==> src/rtl/surf_event_merger.sv <==
`default_nettype none
// ============================================================================
// Module   : surf_event_merger
// Brief    : Frame-granular round-robin merger of seven SURF event byte streams
//            into one AXI4-Stream, with optional source header and truncation.
// Revision : 1.0
// ============================================================================
module surf_event_merger #(
    parameter int unsigned MAX_LEN = 1024,
    parameter bit          HEADER  = 1'b1
) (
    input  logic        sysclk_i,
    input  logic        rstn_i,
    input  logic [6:0]  enable_i,
    input  logic [55:0] s_dout_tdata,
    input  logic [6:0]  s_dout_tvalid,
    input  logic [6:0]  s_dout_tlast,
    output logic [6:0]  s_dout_tready,
    output logic [7:0]  m_ev_tdata,
    output logic        m_ev_tvalid,
    input  logic        m_ev_tready,
    output logic        m_ev_tlast,
    output logic [2:0]  m_ev_tuser,
    output logic        busy_o,
    output logic        trunc_o,
    output logic [15:0] trunc_count_o
);

    localparam logic [15:0] c_CNT_LAST = 16'(MAX_LEN - 1);

    typedef enum logic [1:0] {
        ST_IDLE  = 2'd0,
        ST_HDR   = 2'd1,
        ST_PASS  = 2'd2,
        ST_DRAIN = 2'd3
    } state_t;

    state_t      r_state;
    logic [2:0]  r_sel;
    logic [2:0]  r_ptr;
    logic [15:0] r_cnt;
    logic        r_trunc;
    logic [15:0] r_trunc_count;

    logic [6:0]  w_req;
    logic        w_hit;
    logic [2:0]  w_hit_idx;
    logic        w_sel_valid;
    logic        w_sel_last;
    logic [7:0]  w_sel_data;
    logic        w_cnt_end;

    // (base + off) mod 7 for base in 0..6, off in 1..7
    function automatic logic [2:0] f_wrap7(input logic [2:0] base, input logic [2:0] off);
        logic [3:0] v_sum;
        v_sum = {1'b0, base} + {1'b0, off};
        return (v_sum >= 4'd7) ? 3'(v_sum - 4'd7) : v_sum[2:0];
    endfunction

    assign w_req       = enable_i & s_dout_tvalid;
    assign w_sel_valid = s_dout_tvalid[r_sel];
    assign w_sel_last  = s_dout_tlast[r_sel];
    assign w_sel_data  = s_dout_tdata[{r_sel, 3'b000} +: 8];
    assign w_cnt_end   = (r_cnt == c_CNT_LAST);

    // Search starts just after the last granted SURF so every source gets a turn
    always_comb begin
        w_hit     = 1'b0;
        w_hit_idx = 3'd0;
        for (int k = 1; k <= 7; k++) begin
            if (!w_hit && w_req[f_wrap7(r_ptr, 3'(k))]) begin
                w_hit     = 1'b1;
                w_hit_idx = f_wrap7(r_ptr, 3'(k));
            end
        end
    end

    always_comb begin
        s_dout_tready = ~enable_i;
        m_ev_tvalid   = 1'b0;
        m_ev_tdata    = 8'h00;
        m_ev_tlast    = 1'b0;
        case (r_state)
            ST_HDR: begin
                s_dout_tready[r_sel] = 1'b0;
                m_ev_tvalid          = 1'b1;
                m_ev_tdata           = 8'h80 | {5'd0, r_sel};
            end
            ST_PASS: begin
                s_dout_tready[r_sel] = m_ev_tready;
                m_ev_tvalid          = w_sel_valid;
                m_ev_tdata           = w_sel_data;
                m_ev_tlast           = w_sel_last | w_cnt_end;
            end
            ST_DRAIN: begin
                s_dout_tready[r_sel] = 1'b1;
            end
            default: ;
        endcase
    end

    assign m_ev_tuser    = r_sel;
    assign busy_o        = (r_state != ST_IDLE);
    assign trunc_o       = r_trunc;
    assign trunc_count_o = r_trunc_count;

    always_ff @(posedge sysclk_i or negedge rstn_i) begin
        if (!rstn_i) begin
            r_state       <= ST_IDLE;
            r_sel         <= 3'd0;
            r_ptr         <= 3'd6;
            r_cnt         <= 16'd0;
            r_trunc       <= 1'b0;
            r_trunc_count <= 16'd0;
        end else begin
            r_trunc <= 1'b0;
            case (r_state)
                ST_IDLE: begin
                    if (w_hit) begin
                        r_sel   <= w_hit_idx;
                        r_ptr   <= w_hit_idx;
                        r_cnt   <= 16'd0;
                        r_state <= HEADER ? ST_HDR : ST_PASS;
                    end
                end
                ST_HDR: begin
                    if (m_ev_tready) begin
                        r_state <= ST_PASS;
                    end
                end
                ST_PASS: begin
                    if (w_sel_valid && m_ev_tready) begin
                        r_cnt <= r_cnt + 16'd1;
                        // A natural end of frame wins over the length limit
                        if (w_sel_last) begin
                            r_state <= ST_IDLE;
                        end else if (w_cnt_end) begin
                            r_trunc <= 1'b1;
                            if (r_trunc_count != 16'hFFFF) begin
                                r_trunc_count <= r_trunc_count + 16'd1;
                            end
                            r_state <= ST_DRAIN;
                        end
                    end
                end
                ST_DRAIN: begin
                    if (w_sel_valid && w_sel_last) begin
                        r_state <= ST_IDLE;
                    end
                end
                default: r_state <= ST_IDLE;
            endcase
        end
    end

endmodule
`default_nettype wire

==> config.mk <==
export PLATFORM = sky130hd
export DESIGN_NAME = surf_event_merger
export DESIGN_NICKNAME = d
export VERILOG_FILES = /design/src/rtl/surf_event_merger.sv
export SDC_FILE = /design/constraint.sdc
export NUM_CORES = 1
export LEC_CHECK = 0
export CAP_MARGIN = 20
export CORE_ASPECT_RATIO = 1.1
export CORE_MARGIN = 1
export CORE_UTILIZATION = 50
export CTS_BUF_LIST = sky130_fd_sc_hd__clkbuf_4 sky130_fd_sc_hd__clkbuf_8 sky130_fd_sc_hd__clkbuf_16
export CTS_CLUSTER_DIAMETER = 100
export DETAILED_ROUTE_END_ITERATION = 10
export GPL_TIMING_DRIVEN = 0
export PLACE_DENSITY = 0.86
export SLEW_MARGIN = 20
export SYNTH_ARGS = -nofsm -noshare
export SYNTH_HDL_FRONTEND = slang
export SYNTH_SLANG_ARGS = --single-unit
==> constraint.sdc <==
create_clock -name sysclk_i -period 5.2 [get_ports sysclk_i]
set_clock_uncertainty 0.05 [all_clocks]
set_input_delay 0.52 -clock sysclk_i [delete_from_list [all_inputs] [get_ports sysclk_i]]
set_output_delay 0.52 -clock sysclk_i [all_outputs]
set_load 0.1 [all_outputs]
==> summary.txt <==
Run status
  • Outcome: completed

Placement
  • HPWL after detailed placement: 10.9 mm
  • DP Area: 5630 um2
  • Gpl congestion: 0.966
  • Pre-CTS setup slack: 0.0448 ns
  • Port Buf Inserts: 117

Synth
  • Synth Area in Compound Gates: 25.6%
  • Synth top area cells: dfrtp_1 22%, a21oi_1 5.1%, nand2_1 4.9%
  • FF+latch count, synth: 40
  • Synthesized Nets: 633
  • Synth Area per Inst: 8.03 um2
  • Post-synth top cells: 56 x nand2_1, 44 x a21oi_1, 38 x dfrtp_1
  • Sequential fraction of the synthesis area: 23.3%
  • Synth area leader: dfrtp_1
  • Post-Synth Simple-Gate Area: 25.0%
  • Ys async rst share: 100%
  • Unique masters post-synth: 79
  • Largest family of logic cells by synthesized area: compound AO/OA/AOI/OAI gates
  • EDFF count, synth: 0
  • Multiplexer area fraction after synthesis: 10.7%
  • Post-synth top flop: dfrtp_1
  • Synth warn: 0
  • Post-synthesis cell area: 4300 um2
  • Xor and xnor area share after synthesis: 5.44%
  • Mapped Cells: 536
  • Yosys top cell area share: 22.1%
  • Adder-cell share of the synthesized area: 5.12%
  • Count leader, synth: nand2_1

Job
  • Max cap viols: 0

STA
  • Period utilization: 94.3%
  • Worst slew pin tran: 1.02 ns
  • Final number of setup-violating endpoints: 0
  • Final Hold Fails: 0
  • Slew Limit Headroom: 31.8%
  • Setup WS post-layout: 0.295 ns
  • Slew Limit Fails: 0
  • Sum Neg Setup Slack: 0 ns
  • RSZ-0062 raised after global routing: false
  • Final min period: 4.91 ns
  • Fmax: 204 MHz

Pwr
  • Pwr Total: 0.00435 W
  • Power per Cell Area: 755 nW/um2
  • Max IR drop VDD: 0.000660 V
  • P_leak: 2.33 nW

Global routing
  • GR Util All Layers: 30.5%
  • Vias in the first global route: 4591
  • First-pass GRT wire length: 22.3 mm
  • Largest net degree at the start of global routing: 29
  • GR Overflow Total: 0
  • Initial antenna violation count: 0

Worst hold path
  • Worst hold-check path type: in2async

Finish
  • Fin area: 5760 um2
  • Fill cells: 668
  • Number of diodes: 0
  • Final #Nets: 758
  • Area growth from synthesis to layout: 33.7%
  • Layout cell share with drive strength beyond 1: 9.21%
  • Layout Utilization: 68.8%

Die
  • Core box area: 8360 um2
  • Die X: 90.5 um
  • # rows: 35
  • Initial Utilization: 51.5%
  • Die area: 8980 um2
  • IO Pins: 118
  • Die H: 99.3 um

Setup path
  • Worst r2r src: m_ev_tuser[0]
  • Worst Path Arrival: 5.07 ns
  • Crit path capture type: flop
  • Setup crit start kind: flop
  • Crit path required time: 5.37 ns
  • Crit Path Max Fanout: 11
  • Worst setup path start: m_ev_tuser[0]
  • Critical path class: reg2reg

CTS
  • Setup repair bufs after CTS: 0
  • Clock sinks: 40
  • Clock latency on the worst-skew pair: 0.30 ns
  • Root buf cell: clkbuf_8
  • Worst-path clk slew: 0.08 ns
  • CTS tree: built
  • Longest Clk Path Bufs: 2
  • H-tree depth: 2
  • Cts bufs inserted: 5

Route
  • Post-Route WL: 14.1 mm
  • Post-route ant nets: 0
  • Residual DRC: 0
  • Routed vias: 4801
  • Wire per inst: 18.2 um
  • Via density: 6.21
  • 1st-iter DRT viols: 410
  • 1st-pass router iterations: 5
-- through the flow --
stage / hold slack, ns / std cells
6_report: 0.0640 / 773
3_5_place_dp: 0.387 / 765
5_1_grt: 0.0751 / 773
3_3_place_gp: 0.426 / 764
2_1_floorplan: 0.174 / 536
4_1_cts: 0.0628 / 773
-- flip-flops by register name, indices dropped and copies added (netlist names) --
register / count
r_state: 2
m_ev_tuser: 3
trunc_o: 1
r_ptr: 2
r_cnt: 16
trunc_count_o: 16
-- power breakdown --
part	switching [W]	internal (W)
sequential	0.0000592	0.000358
clock	0.000116	0.000144
combinational	0.00240	0.00127
total	0.00257	0.00178
-- per-layer routing --
layer / up-vias / GRT usage (%) / routed length [um]
met1: 2291 / 39.8 / 5930
met2: 243 / 52.6 / 6910
met4: 0 / 8.56 / 286
li1: 2239 / - / -
met3: 28 / 4.66 / 955
met5: - / 0 / 0
-- worst paths after layout --
kind                                           to  slack [ns]  depth (start not counted)
worst max-delay path                    r_cnt[13]        0.29                         18
worst min-delay path                m_ev_tuser[1]        0.06                          1
worst max register to register          r_cnt[13]        0.29                         18
worst min register to register  trunc_count_o[11]        0.45                          1
max in group asynchronous                r_cnt[0]        4.58                          2
min in group sysclk_i           trunc_count_o[11]        0.45                          1
-- placed cells by master, fill, tap and decap left out, types with 12 or more instances in the layout --
master / synthesis / layout
a21oi_1: 44 / 44
ha_1: 16 / 16
nor2_1: 37 / 37
or3_1: 12 / 12
inv_1: 12 / 12
mux2i_1: 20 / 20
o22ai_1: 15 / 15
clkbuf_1: 16 / 14
nand3_1: 23 / 23
and3_1: 17 / 17
dfrtp_1: 38 / 37
clkdlybuf4s50_1: 0 / 116
o21ai_0: 31 / 31
nand2_1: 56 / 56
and2_1: 12 / 12
nor2b_1: 13 / 13
xnor2_1: 17 / 17
-- layout make-up --
type | count | area (um2) | area share (%)
Multi-Input combinational cell | 452 | 3100 | 53.9
Timing Repair Buffer | 118 | 1190 | 20.6
Sequential cell | 40 | 1000 | 17.5
Clock inverter | 3 | 47.5 | 0.826
Tap cell | 111 | 139 | 2.41
Buffer | 31 | 161 | 2.80
Clock buffer | 5 | 68.8 | 1.20
Inverter | 13 | 48.8 | 0.848
-- kinds of logic (layout without fill, tap and decap cells) --
group           Yosys count  count (layout)
simple gates            208             208
compound gates          166             166
buf+inv                  44             170
flops                    40              40
mux                      36              36
xor+xnor                 25              25
fa+ha+maj                17              17
-- worst max-delay path, stage by stage, from the launching register on --
cell	delay, ns
dfrtp_2	0.53
buf_6	0.21
buf_4	0.21
clkinv_1	0.23
clkbuf_2	0.31
ha_1	0.34
clkbuf_2	0.21
clkbuf_2	0.27
buf_2	0.32
nand2_1	0.14
nand2_1	0.13
o22ai_1	0.22
or3_1	0.43
or3_4	0.36
buf_6	0.16
o21ai_4	0.23
nor2_1	0.11
buf_2	0.21
a21oi_1	0.15
-- timing repair --
| action | in CTS | in global routing |
|---|---|---|
| resized for setup | 1 | 5 |
| hold buffers | 0 | 0 |
| setup endpoints to repair | 1 | 15 |
Note: power is estimated with default switching activity, not from simulation.
